**src/rtl/quad_decoder.sv**
```systemverilog
// Quadrature (x4) decoder: synchronises and filters the encoder phases, then
// emits registered step/dir pulses, an illegal-transition flag and a wrapping position.
module quad_decoder #(
    parameter int WIDTH  = 8,
    parameter int FILTER = 3
) (
    input  logic             clk,
    input  logic             rst,
    input  logic             a,
    input  logic             b,
    input  logic             clr,
    output logic             step,
    output logic             dir,
    output logic [WIDTH-1:0] pos,
    output logic             err
);

    typedef enum logic {
        INIT,
        RUN
    } state_t;

    localparam logic [7:0] FLT_LAST = 8'(FILTER - 1);

    state_t     state, state_nx;
    logic [1:0] init_cnt;
    logic       load;

    logic       a_s1, a_s2, b_s1, b_s2;
    logic       a_f, b_f;
    logic [7:0] a_cnt, b_cnt;
    logic [1:0] prev;
    logic [1:0] cur;
    logic       up_mv, dn_mv, bad;

    function automatic logic [1:0] up_next(input logic [1:0] s);
        logic [1:0] n;
        case (s)
            2'b00:   n = 2'b10;
            2'b10:   n = 2'b11;
            2'b11:   n = 2'b01;
            default: n = 2'b00;
        endcase
        return n;
    endfunction

    always_ff @(posedge clk or negedge rst) begin
        if (!rst) begin
            state    <= INIT;
            init_cnt <= '0;
        end else begin
            state    <= state_nx;
            init_cnt <= (state == INIT) ? init_cnt + 2'd1 : '0;
        end
    end

    // INIT waits two edges for the synchronisers, then seeds filters and history on the third
    always_comb begin
        state_nx = state;
        load     = 1'b0;
        case (state)
            INIT: begin
                if (init_cnt == 2'd2) begin
                    state_nx = RUN;
                    load     = 1'b1;
                end
            end
            default: state_nx = RUN;
        endcase
    end

    always_ff @(posedge clk or negedge rst) begin
        if (!rst) begin
            a_s1 <= 1'b0;
            a_s2 <= 1'b0;
            b_s1 <= 1'b0;
            b_s2 <= 1'b0;
        end else begin
            a_s1 <= a;
            a_s2 <= a_s1;
            b_s1 <= b;
            b_s2 <= b_s1;
        end
    end

    // A new level is accepted on the FILTER-th consecutive differing cycle
    always_ff @(posedge clk or negedge rst) begin
        if (!rst) begin
            a_f   <= 1'b0;
            b_f   <= 1'b0;
            a_cnt <= '0;
            b_cnt <= '0;
            prev  <= '0;
        end else if (load) begin
            a_f   <= a_s2;
            b_f   <= b_s2;
            a_cnt <= '0;
            b_cnt <= '0;
            prev  <= {a_s2, b_s2};
        end else if (state == RUN) begin
            prev <= {a_f, b_f};
            if (a_s2 == a_f) begin
                a_cnt <= '0;
            end else if (a_cnt == FLT_LAST) begin
                a_f   <= a_s2;
                a_cnt <= '0;
            end else begin
                a_cnt <= a_cnt + 8'd1;
            end
            if (b_s2 == b_f) begin
                b_cnt <= '0;
            end else if (b_cnt == FLT_LAST) begin
                b_f   <= b_s2;
                b_cnt <= '0;
            end else begin
                b_cnt <= b_cnt + 8'd1;
            end
        end
    end

    always_comb begin
        cur   = {a_f, b_f};
        up_mv = 1'b0;
        dn_mv = 1'b0;
        bad   = 1'b0;
        if (state == RUN) begin
            up_mv = (cur == up_next(prev));
            dn_mv = (prev == up_next(cur));
            bad   = ((cur ^ prev) == 2'b11);
        end
    end

    always_ff @(posedge clk or negedge rst) begin
        if (!rst) begin
            step <= 1'b0;
            dir  <= 1'b0;
            err  <= 1'b0;
            pos  <= '0;
        end else begin
            step <= up_mv | dn_mv;
            err  <= bad;
            if (up_mv | dn_mv) begin
                dir <= up_mv;
            end
            if (clr) begin
                pos <= '0;
            end else if (up_mv) begin
                pos <= pos + WIDTH'(1);
            end else if (dn_mv) begin
                pos <= pos - WIDTH'(1);
            end
        end
    end

endmodule

```
**config.mk**
```make
export PLATFORM = sky130hd
export DESIGN_NAME = quad_decoder
export DESIGN_NICKNAME = d
export VERILOG_FILES = /design/src/rtl/quad_decoder.sv
export SDC_FILE = /design/constraint.sdc
export NUM_CORES = 1
export LEC_CHECK = 0
export ABC_AREA = 1
export ABC_CLOCK_PERIOD_IN_PS = 2620
export BUFFER_PORTS_ARGS = -buffer_cell sky130_fd_sc_hd__buf_2
export CORE_ASPECT_RATIO = 0.5
export CORE_MARGIN = 2
export CORE_UTILIZATION = 59
export DETAILED_ROUTE_END_ITERATION = 10
export PLACE_DENSITY_LB_ADDON = 0.1
export SYNTH_ARGS = -nofsm -noshare
export SYNTH_HDL_FRONTEND = slang
export SYNTH_SLANG_ARGS = --single-unit
export TNS_END_PERCENT = 5
```
**constraint.sdc**
```tcl
create_clock -name clk -period 2.62 [get_ports clk]
set_input_delay 0.524 -clock clk [delete_from_list [all_inputs] [get_ports clk]]
set_output_delay 0.524 -clock clk [all_outputs]
set_load 0.01 [all_outputs]
```
==> results of run 1 <==
## worst max path at each step
| stage | startpoint | end | cells after the start |
|---|---|---|---|
| after floorplan | b_f | pos[5] | 11 |
| after detailed placement | b_f | pos[5] | 11 |
| after CTS | b_f | pos[5] | 11 |
| after global placement | b_f | pos[5] | 11 |
| final | b_f | pos[5] | 11 |
| after global routing | b_f | pos[5] | 11 |
## metal layers
layer,global-route usage [%],up-vias,wire (µm)
met2,39.5,31,1930
met4,8.31,0,53
li1,-,904,-
met3,4.98,6,128
met5,0,-,0
met1,26.0,819,1990
## power by group
| group | internal (mW) | total, mW | switching, mW |
|---|---|---|---|
| clock | 0.406 | 0.618 | 0.212 |
| combinational | 0.516 | 1.38 | 0.864 |
| sequential | 0.718 | 0.839 | 0.121 |
## sequential cells by signal, summed over array words and instances, names as in the netlist, 2 cells and up
register,cells
a_cnt,8
b_cnt,8
init_cnt,2
pos,8
prev,2
## kinds of logic after synthesis
logic type | share of synthesized area [%]
simple gates | 31.3
fa+ha+maj | 7.25
buf+inv | 7.13
xor+xnor | 3.63
compound gates | 6.96
flops | 43.7
## cell usage in the layout, fill, tap and decap left out, types with 4 or more instances in the layout
cell type,count
inv_2,4
clkbuf_8,6
nand3_1,19
o21ai_1,5
inv_1,32
nor2_1,26
nand4_1,5
a21oi_1,11
nand2_1,71
ha_1,11
buf_2,15
o21ai_0,6
nand3b_1,5
dfrtp_1,38
xor2_1,8
## cell type report
cell class              instances  area share [%]
well taps                      51            2.60
repair buffers                 17            3.68
clock inverters                 2            2.45
multi-input cells             190            43.6
flip-flops and latches         38            38.8
inverters                      36            5.51
clock buffers                   6            3.37
## critical path: cells and delay by family, from the launching register on
family | cells | cell delay [ns]
AND/OR/NAND/NOR | 9 | 1.09
buffers and inverters | 1 | 0.11
adder cells (fa/ha/maj) | 1 | 0.38
flip-flops | 1 | 0.44
## through the flow
stage / hold WS [ns] / std cells
2_1_floorplan: 0.228 / 267
3_3_place_gp: 0.333 / 332
3_5_place_dp: 0.337 / 332
4_1_cts: 0.329 / 340
5_1_grt: 0.324 / 340
6_report: 0.328 / 340
==> impl_metrics.env, run 1 <==
export IMPL_status="completed"
export IMPL_synth_top_cells_by_count="nand2_1, dfrtp_1, inv_1"
export IMPL_period_share_pct=81.9
export IMPL_synth_avg_cell_area_um2=8.14
export IMPL_synth_edf_count=0
export IMPL_gp_congestion=0.868
export IMPL_grt_pass1_wl_mm=6.93
export IMPL_ys_seq_area_share_pct=43.7
export IMPL_slowest_stage="dfrtp_1"
export IMPL_worstSkewPairLatency_ns=0.30
export IMPL_num_vias=1760
export IMPL_p_total_mw=2.84
export IMPL_ios=16
export IMPL_route_detailed_drc=0
export IMPL_antenna_cells=0
export IMPL_fill_cells=313
export IMPL_multi_input_area_mm2=0.00107
export IMPL_power_density_mw_per_mm2=1160
export IMPL_antenna_found_initial=0
export IMPL_core_area_mm2=0.00347
export IMPL_vias_per_cell=5.18
export IMPL_rsz0062_at_grt="no"
export IMPL_die_width_um=89.9
export IMPL_cts_hold_buf=0
export IMPL_hpwl_mm=2.96
export IMPL_yosysTopAreaCell="dfrtp_1"
export IMPL_ff_latch_area_um2=951
export IMPL_p_leak_nw=1.27
export IMPL_finalSetupTns_ns=0
export IMPL_worstSetupEndpointType="register"
export IMPL_ys_flop_type="dfrtp_1"
export IMPL_r2r_end="pos[5]"
export IMPL_post_drt_wl_per_cell_um=12.1
export IMPL_crit_type="reg2reg"
export IMPL_async_reset_ff_share_pct=100
export IMPL_ys_warnings_count=0
export IMPL_dr_pass1_iters=4
export IMPL_cts_root_buf="clkbuf_8"
export IMPL_crit_chain="inv_2 > nand2_1 > nand2_1 > nand3_4 > ha_1 > or2_1 > nand3_1 > nand2_1 > or2_1 > nand3_1 > nand2_1"
export IMPL_die_area_mm2=0.00422
export IMPL_syn_nets=284
export IMPL_fin_util_pct=70.6
export IMPL_ir_worst_vdd_uv=730
export IMPL_synth_cells=267
export IMPL_area_growth_pct=12.7
export IMPL_finalClockSkew_ns=0.00903
export IMPL_start_util_pct=62.6
export IMPL_post_place_ws_ns=0.500
export IMPL_numCtsBuffers=5
export IMPL_clockBufferDepth=2
export IMPL_synth_area_leaders="dfrtp_1, nand2_1, ha_1"
export IMPL_hold_class="in2async"
export IMPL_setup_slack_ns=0.474
export IMPL_worst_path_most_repeated_cell="nand2_1"
export IMPL_r2r_start="b_f"
export IMPL_tightest_slew_ns=0.832
export IMPL_htreeDepth=2
export IMPL_hold_violations=0
export IMPL_wl_mm=4.10
export IMPL_cts_reportedPaths_clkPinSlew_ns=0.07
export IMPL_synth_top_area_share_pct=43.7
export IMPL_cts_setup_buffers=0
export IMPL_synth_cell_types=32
export IMPL_critPathMaxStageDelay_ns=0.44
export IMPL_slew_headroom_pct=44.6
export IMPL_syn_area_mm2=0.00217
export IMPL_synth_most_common_cell="nand2_1"
export IMPL_grt_max_degree=39
export IMPL_cts_resized=0
export IMPL_fin_crit_ns=2.15
export IMPL_die_h_um=46.9
export IMPL_cts_num_sinks=38
export IMPL_cp_arrival_ns=2.33
export IMPL_crit_fanout=10
export IMPL_grt_pass1_vias=1562
export IMPL_drive_gt1_share_pct=14.2
export IMPL_max_freq_ghz=0.466
export IMPL_portBuffers=15
export IMPL_drt_iter0_markers=80
export IMPL_reg2reg_slack_ns=0.47
export IMPL_track_usage_pct=21.4
export IMPL_final_max_slew_viol_count=0
export IMPL_r2r_cells=11
export IMPL_setup_viol=0
export IMPL_antenna_left=0
export IMPL_drv_cap=0
export IMPL_gr_total_overflow=0
export IMPL_ys_ff_latch=38
export IMPL_crit_required_ns=2.81
export IMPL_place_area_mm2=0.00231
export IMPL_stdcell_area_mm2=0.00245
export IMPL_nets=305
export IMPL_rows=15
export IMPL_cts_tree="yes"
export IMPL_startpoint_type="register"
Power figures use the tool's default switching activity.
==> run 2: changes to the inputs <==
ABC_CLOCK_PERIOD_IN_PS = 1800   (was 2620)
CORE_UTILIZATION = 54   (was 59)
clock period = 1.8 ns   (was 2.62 ns; I/O delays follow)
==> run 2 against run 1 <==
The run now ends with negative setup slack left. Critical endpoint is now pos[7]. Power rose by 58%. Sequential share of layout area fell by 3.2 points. Combinational power rose by 95%. Non-clock buffer count rose by 23. Worst setup slack got worse by 0.58 ns.
==> impl_metrics.env, run 2 (same netlist as run 1, synthesis figures left out) <==
export IMPL_post_place_ws_ns=-0.0596
export IMPL_multi_input_area_mm2=0.00116
export IMPL_violations="negative setup slack"
export IMPL_hold_ws_ns=0.0246
export IMPL_mostFrequentLayoutCells="nand2_1, dfrtp_1, inv_1, nor2_1, buf_4"
export IMPL_post_drt_wl_per_cell_um=12.4
export IMPL_rows=16
export IMPL_clockBufferDepth=2
export IMPL_hold_class="in2async"
export IMPL_power_frac_clock_pct=13.0
export IMPL_cp_arrival_ns=2.09
export IMPL_ff_latch_area_um2=951
export IMPL_intPower_mw=2.56
export IMPL_cts_hold_buf=0
export IMPL_finalClockSkew_ns=0.00805
export IMPL_fin_crit_ns=1.91
export IMPL_crit_type="reg2reg"
export IMPL_r2r_end="pos[7]"
export IMPL_power_density_mw_per_mm2=1680
export IMPL_endpoint="pos[7]"
export IMPL_cts_reportedPaths_clkPinSlew_ns=0.07
export IMPL_num_vias=1846
export IMPL_vias_per_cell=5.07
export IMPL_track_usage_pct=22.0
export IMPL_ios=16
export IMPL_hpwl_mm=3.28
export IMPL_die_h_um=48.9
export IMPL_slew_headroom_pct=81.3
export IMPL_r2r_start="prev[1]"
export IMPL_numCtsBuffers=5
export IMPL_portBuffers=15
export IMPL_finalNonFillerCells=364
export IMPL_fill_cells=334
export IMPL_layout_commonest_cell="nand2_1"
export IMPL_setup_viol=4
export IMPL_p_comb_share_pct=59.9
export IMPL_dr_pass1_iters=4
export IMPL_hold_violations=0
export IMPL_setup_slack_ns=-0.106
export IMPL_crit_fanout=8
export IMPL_startpoint_type="register"
export IMPL_die_area_mm2=0.00458
export IMPL_period_share_pct=106
export IMPL_p_sw_mw=1.92
export IMPL_antenna_found_initial=0
export IMPL_start_util_pct=56.0
export IMPL_p_total_mw=4.48
export IMPL_ir_worst_vdd_uv=1210
export IMPL_wl_mm=4.52
export IMPL_gp_congestion=0.878
export IMPL_grt_pass1_vias=1846
export IMPL_crit_required_ns=1.98
export IMPL_gr_total_overflow=0
export IMPL_antenna_cells=0
export IMPL_tightest_slew_ns=0.279
export IMPL_route_detailed_drc=0
export IMPL_reg2reg_slack_ns=-0.11
export IMPL_nets=328
export IMPL_stdcell_area_mm2=0.00267
export IMPL_cts_tree="yes"
export IMPL_max_freq_ghz=0.525
export IMPL_core_area_mm2=0.00388
export IMPL_dp_cells=352
export IMPL_cts_root_buf="clkbuf_8"
export IMPL_htreeDepth=2
export IMPL_grt_max_degree=39
export IMPL_cts_num_sinks=38
export IMPL_final_max_slew_viol_count=0
export IMPL_crit_start="prev[1]"
export IMPL_p_leak_nw=1.35
export IMPL_antenna_left=0
export IMPL_place_area_mm2=0.00248
export IMPL_status="finished, violations left"
export IMPL_worstSkewPairLatency_ns=0.29
export IMPL_area_growth_pct=22.7
export IMPL_reg_top3="a_cnt: 8 flops, b_cnt: 8 flops, pos: 8 flops"
export IMPL_die_width_um=93.7
export IMPL_drv_cap=0
export IMPL_r2r_cells=12
export IMPL_drive_gt1_share_pct=23.9
export IMPL_drt_iter0_markers=77
export IMPL_swShare_pct=42.8
export IMPL_rsz0062_at_grt="yes"
export IMPL_p_seq_share_pct=27.0
export IMPL_grt_pass1_wl_mm=7.81
export IMPL_worstSetupEndpointType="register"
-- run 2: changes by cell type in the layout (fill, tap and decap cells not counted), moves of 2 or more --
cell | previous run | this run
nand2_2 | 2 | 4
ha_1 | 11 | 6
nand2_1 | 71 | 69
ha_4 | 0 | 5
bufinv_16 | 2 | 0
buf_4 | 2 | 24
-- run 2: what timing repair did --
item / 4_1_cts / 5_1_grt
cloned: 0 / 0
pin swaps: 6 / 3
buffers inserted: 5 / 1
endpoints found under the setup margin: 4 / 8
resized for setup: 6 / 5
-- run 2: routing by layer --
layer	wire (µm)	share of wire, %	global-route usage [%]	vias to the layer above
li1	-	-	-	938
met1	2170	48	26.7	871
met2	2150	48	37.9	30
met3	146	3.2	6.18	7
met4	56	1.2	7.73	0
met5	0	0	0	-
-- run 2: how the worst min path moves through the flow --
stage / startpoint / end / slack, ns / depth (start not counted)
after detailed placement: rst / b_cnt[3] / 0.34 / 2
after global placement: b_s1 / b_s2 / 0.33 / 0
after global routing: rst / a_cnt[6] / 0.04 / 2
final: rst / b_cnt[1] / 0.02 / 2
after CTS: rst / a_cnt[6] / 0.03 / 2
after floorplan: rst / a_cnt[0] / 0.06 / 0
-- run 2: final cells by class --
class / count / share of cell area (%)
Tap cell: 54 / 2.53
Inverter: 36 / 5.06
Multi-Input combinational cell: 190 / 43.4
Sequential cell: 38 / 35.6
Clock buffer: 6 / 3.09
Timing Repair Buffer: 40 / 10.3
-- run 2: critical path, cell delays in order, from the launching register on --
cell and delay (ns):
dfrtp_1 0.39, inv_1 0.08, nand2_1 0.07, nand2_2 0.09
nand3_4 0.18, ha_1 0.38, nand2_1 0.09, nor2_1 0.11
nand3_1 0.10, nand2_1 0.10, nand3_1 0.08, nand3_1 0.08
nand2_1 0.05
-- run 2: metrics by stage --
step           utilization [%]  setup TNS [ns]
6_report                  68.7          -0.271
5_1_grt                   68.7          -0.962
4_1_cts                   67.8          -0.161
3_5_place_dp              63.8          -0.129
3_3_place_gp              63.8               0
2_1_floorplan                -         -0.0578
-- run 2: power by group through the flow --
stage / combinational, mW / sequential [mW] / clock [mW]
floorplan: 1.59 / 1.25 / 0
global placement: 2.30 / 1.21 / 0
detailed placement: 2.38 / 1.22 / 0
CTS: 2.59 / 1.21 / 0.600
global route: 3.01 / 1.24 / 0.625
finish: 2.69 / 1.21 / 0.584
==> run 3: changes to the inputs <==
REMOVE_ABC_BUFFERS = 1   (was unset)
==> run 3 against run 2 <==
The flow still finishes with violations (negative setup slack). Sequential share of layout area fell by 0.53 points. Utilization up 1.0 points. First-iteration DRC count decreased by 10%. Flip-flop and latch count is the same. Clock power fell by 0.7%. Die area unchanged. Global-route usage up 0.74 points. Largest cell class unchanged. Sequential power barely moved. Worst hold slack got worse by 0.0064 ns. Final cell count up 0.27%. Fmax decreased by 2.3%. Critical path type unchanged. Critical path depth shrank 1.
==> impl_metrics.env, run 3 (same netlist as run 1, synthesis figures left out) <==
export IMPL_drt_iter0_markers=69
export IMPL_cts_hold_buf=0
export IMPL_nets=329
export IMPL_crit_start="prev[1]"
export IMPL_gp_congestion=0.843
export IMPL_finalClockSkew_ns=0.00358
export IMPL_slew_headroom_pct=68.9
export IMPL_wl_mm=4.61
export IMPL_grt_pass1_wl_mm=8.16
export IMPL_htreeDepth=2
export IMPL_die_width_um=93.7
export IMPL_wl_met2_mm=2.24
export IMPL_power_density_mw_per_mm2=1700
export IMPL_startpoint_type="register"
export IMPL_wl_met3_um=198
export IMPL_area_growth_pct=24.6
export IMPL_dr_pass1_iters=6
export IMPL_slowest_stage="dfrtp_1"
export IMPL_mostFrequentLayoutCells="nand2_1, dfrtp_1, inv_1, nor2_1, buf_4"
export IMPL_p_sw_mw=1.99
export IMPL_gr_total_overflow=0
export IMPL_ir_worst_vdd_uv=1290
export IMPL_core_area_mm2=0.00388
export IMPL_hold_class="in2async"
export IMPL_period_share_pct=108
export IMPL_fill_cells=318
export IMPL_max_freq_ghz=0.513
export IMPL_portBuffers=15
export IMPL_p_leak_nw=1.36
export IMPL_critical_path_buf_inv_count=1
export IMPL_r2r_end="pos[5]"
export IMPL_power_frac_clock_pct=12.6
export IMPL_setup_viol=8
export IMPL_r2r_start="prev[1]"
export IMPL_critPathMaxStageDelay_ns=0.42
export IMPL_start_util_pct=56.0
export IMPL_final_max_slew_viol_count=0
export IMPL_cts_tree="yes"
export IMPL_worstSkewPairLatency_ns=0.29
export IMPL_p_seq_share_pct=26.5
export IMPL_p_comb_share_pct=60.9
export IMPL_fin_crit_ns=1.95
export IMPL_antenna_found_initial=0
export IMPL_crit_type="reg2reg"
export IMPL_fin_util_pct=69.7
export IMPL_post_drt_wl_per_cell_um=12.6
export IMPL_die_area_mm2=0.00458
export IMPL_reg_top3="a_cnt: 8 flops, b_cnt: 8 flops, pos: 8 flops"
export IMPL_cpLargestDelayFamily="simple AND/OR/NAND/NOR gates"
export IMPL_clockBufferDepth=2
export IMPL_worstSetupEndpointType="register"
export IMPL_dr_max_layer_used="met4"
export IMPL_worst_path_most_repeated_cell="nand2_2"
export IMPL_ios=16
export IMPL_setup_slack_ns=-0.150
export IMPL_num_vias=1885
export IMPL_rsz0062_at_grt="yes"
export IMPL_antenna_left=0
export IMPL_hpwl_mm=3.32
export IMPL_die_h_um=48.9
export IMPL_layout_commonest_cell="nand2_1"
export IMPL_track_usage_pct=22.7
export IMPL_status="finished, violations left"
export IMPL_tightest_slew_ns=0.467
export IMPL_r2r_cells=11
export IMPL_cp_arrival_ns=2.13
export IMPL_drive_gt1_share_pct=27.0
export IMPL_crit_chain="inv_2 > nand2_2 > nand2_2 > nand3_4 > ha_4 > or2_4 > nand3_2 > nand2_2 > or2_1 > nand3_2 > nand2_1"
export IMPL_intPower_mw=2.62
export IMPL_reg2reg_slack_ns=-0.15
export IMPL_drv_cap=0
export IMPL_hold_ws_ns=0.0181
export IMPL_met1_length_mm=2.09
export IMPL_hold_violations=0
export IMPL_violations="negative setup slack"
export IMPL_antenna_cells=0
export IMPL_cts_root_buf="clkbuf_8"
export IMPL_numCtsBuffers=5
export IMPL_cts_reportedPaths_clkPinSlew_ns=0.07
export IMPL_grt_pass1_vias=1892
export IMPL_swShare_pct=43.2
export IMPL_grt_max_degree=21
export IMPL_crit_fanout=8
export IMPL_p_total_mw=4.61
export IMPL_vias_per_cell=5.16
export IMPL_cts_num_sinks=38
export IMPL_rows=16
export IMPL_crit_required_ns=1.98
export IMPL_route_detailed_drc=0
-- run 3: changes by cell type in the layout (fill, tap and decap cells not counted), moves of 2 or more --
cell,previous run,this run
inv_2,5,7
nand2_2,4,8
nand3_2,1,3
inv_1,31,29
nand2_1,69,65
nand3_1,18,16
-- run 3: how the worst max path moves through the flow --
stage	slack [ns]	cells past startpoint	end
after floorplan	-0.14	11	pos[5]
after global placement	-0.03	11	pos[5]
after detailed placement	-0.09	11	pos[5]
after CTS	-0.08	11	pos[5]
after global routing	-0.27	11	pos[5]
final	-0.15	11	pos[5]
-- run 3: timing repair --
action	4_1_cts	5_1_grt
gates cloned	0	0
setup buffers	9	1
hold endpoints to repair	0	0
pin swaps	5	9
endpoints found under the setup margin	4	9
resized for setup	12	10
-- run 3: metal layers --
layer	track usage, %	vias to the layer above
li1	-	947
met2	39.2	47
met5	0	-
met4	7.49	0
met1	27.8	878
met3	6.34	13
-- run 3: area by class of cell --
| class | count | area [µm²] | share of cell area [%] |
|---|---|---|---|
| Timing Repair Buffer | 41 | 283 | 10.4 |
| Tap cell | 54 | 67.6 | 2.49 |
| Clock buffer | 6 | 82.6 | 3.05 |
| Sequential cell | 38 | 951 | 35.1 |
| Multi-Input combinational cell | 190 | 1190 | 43.9 |
| Inverter | 36 | 135 | 4.99 |
-- run 3: stage by stage --
stage	setup slack, ns	cell area, µm²	cells	TNS [ns]
final	-0.150	2710	365	-0.477
after floorplan	-0.136	2150	264	-0.262
after global placement	-0.0323	2430	349	-0.0541
after CTS	-0.0805	2670	364	-0.205
after detailed placement	-0.0875	2430	349	-0.224
after global routing	-0.266	2710	365	-1.44
-- run 3: power by group through the flow --
stage	logic (mW)	registers [mW]	clock network (mW)
floorplan	1.54	1.24	0
global placement	2.19	1.20	0
detailed placement	2.27	1.21	0
CTS	2.64	1.21	0.598
global route	3.17	1.25	0.631
finish	2.81	1.22	0.580
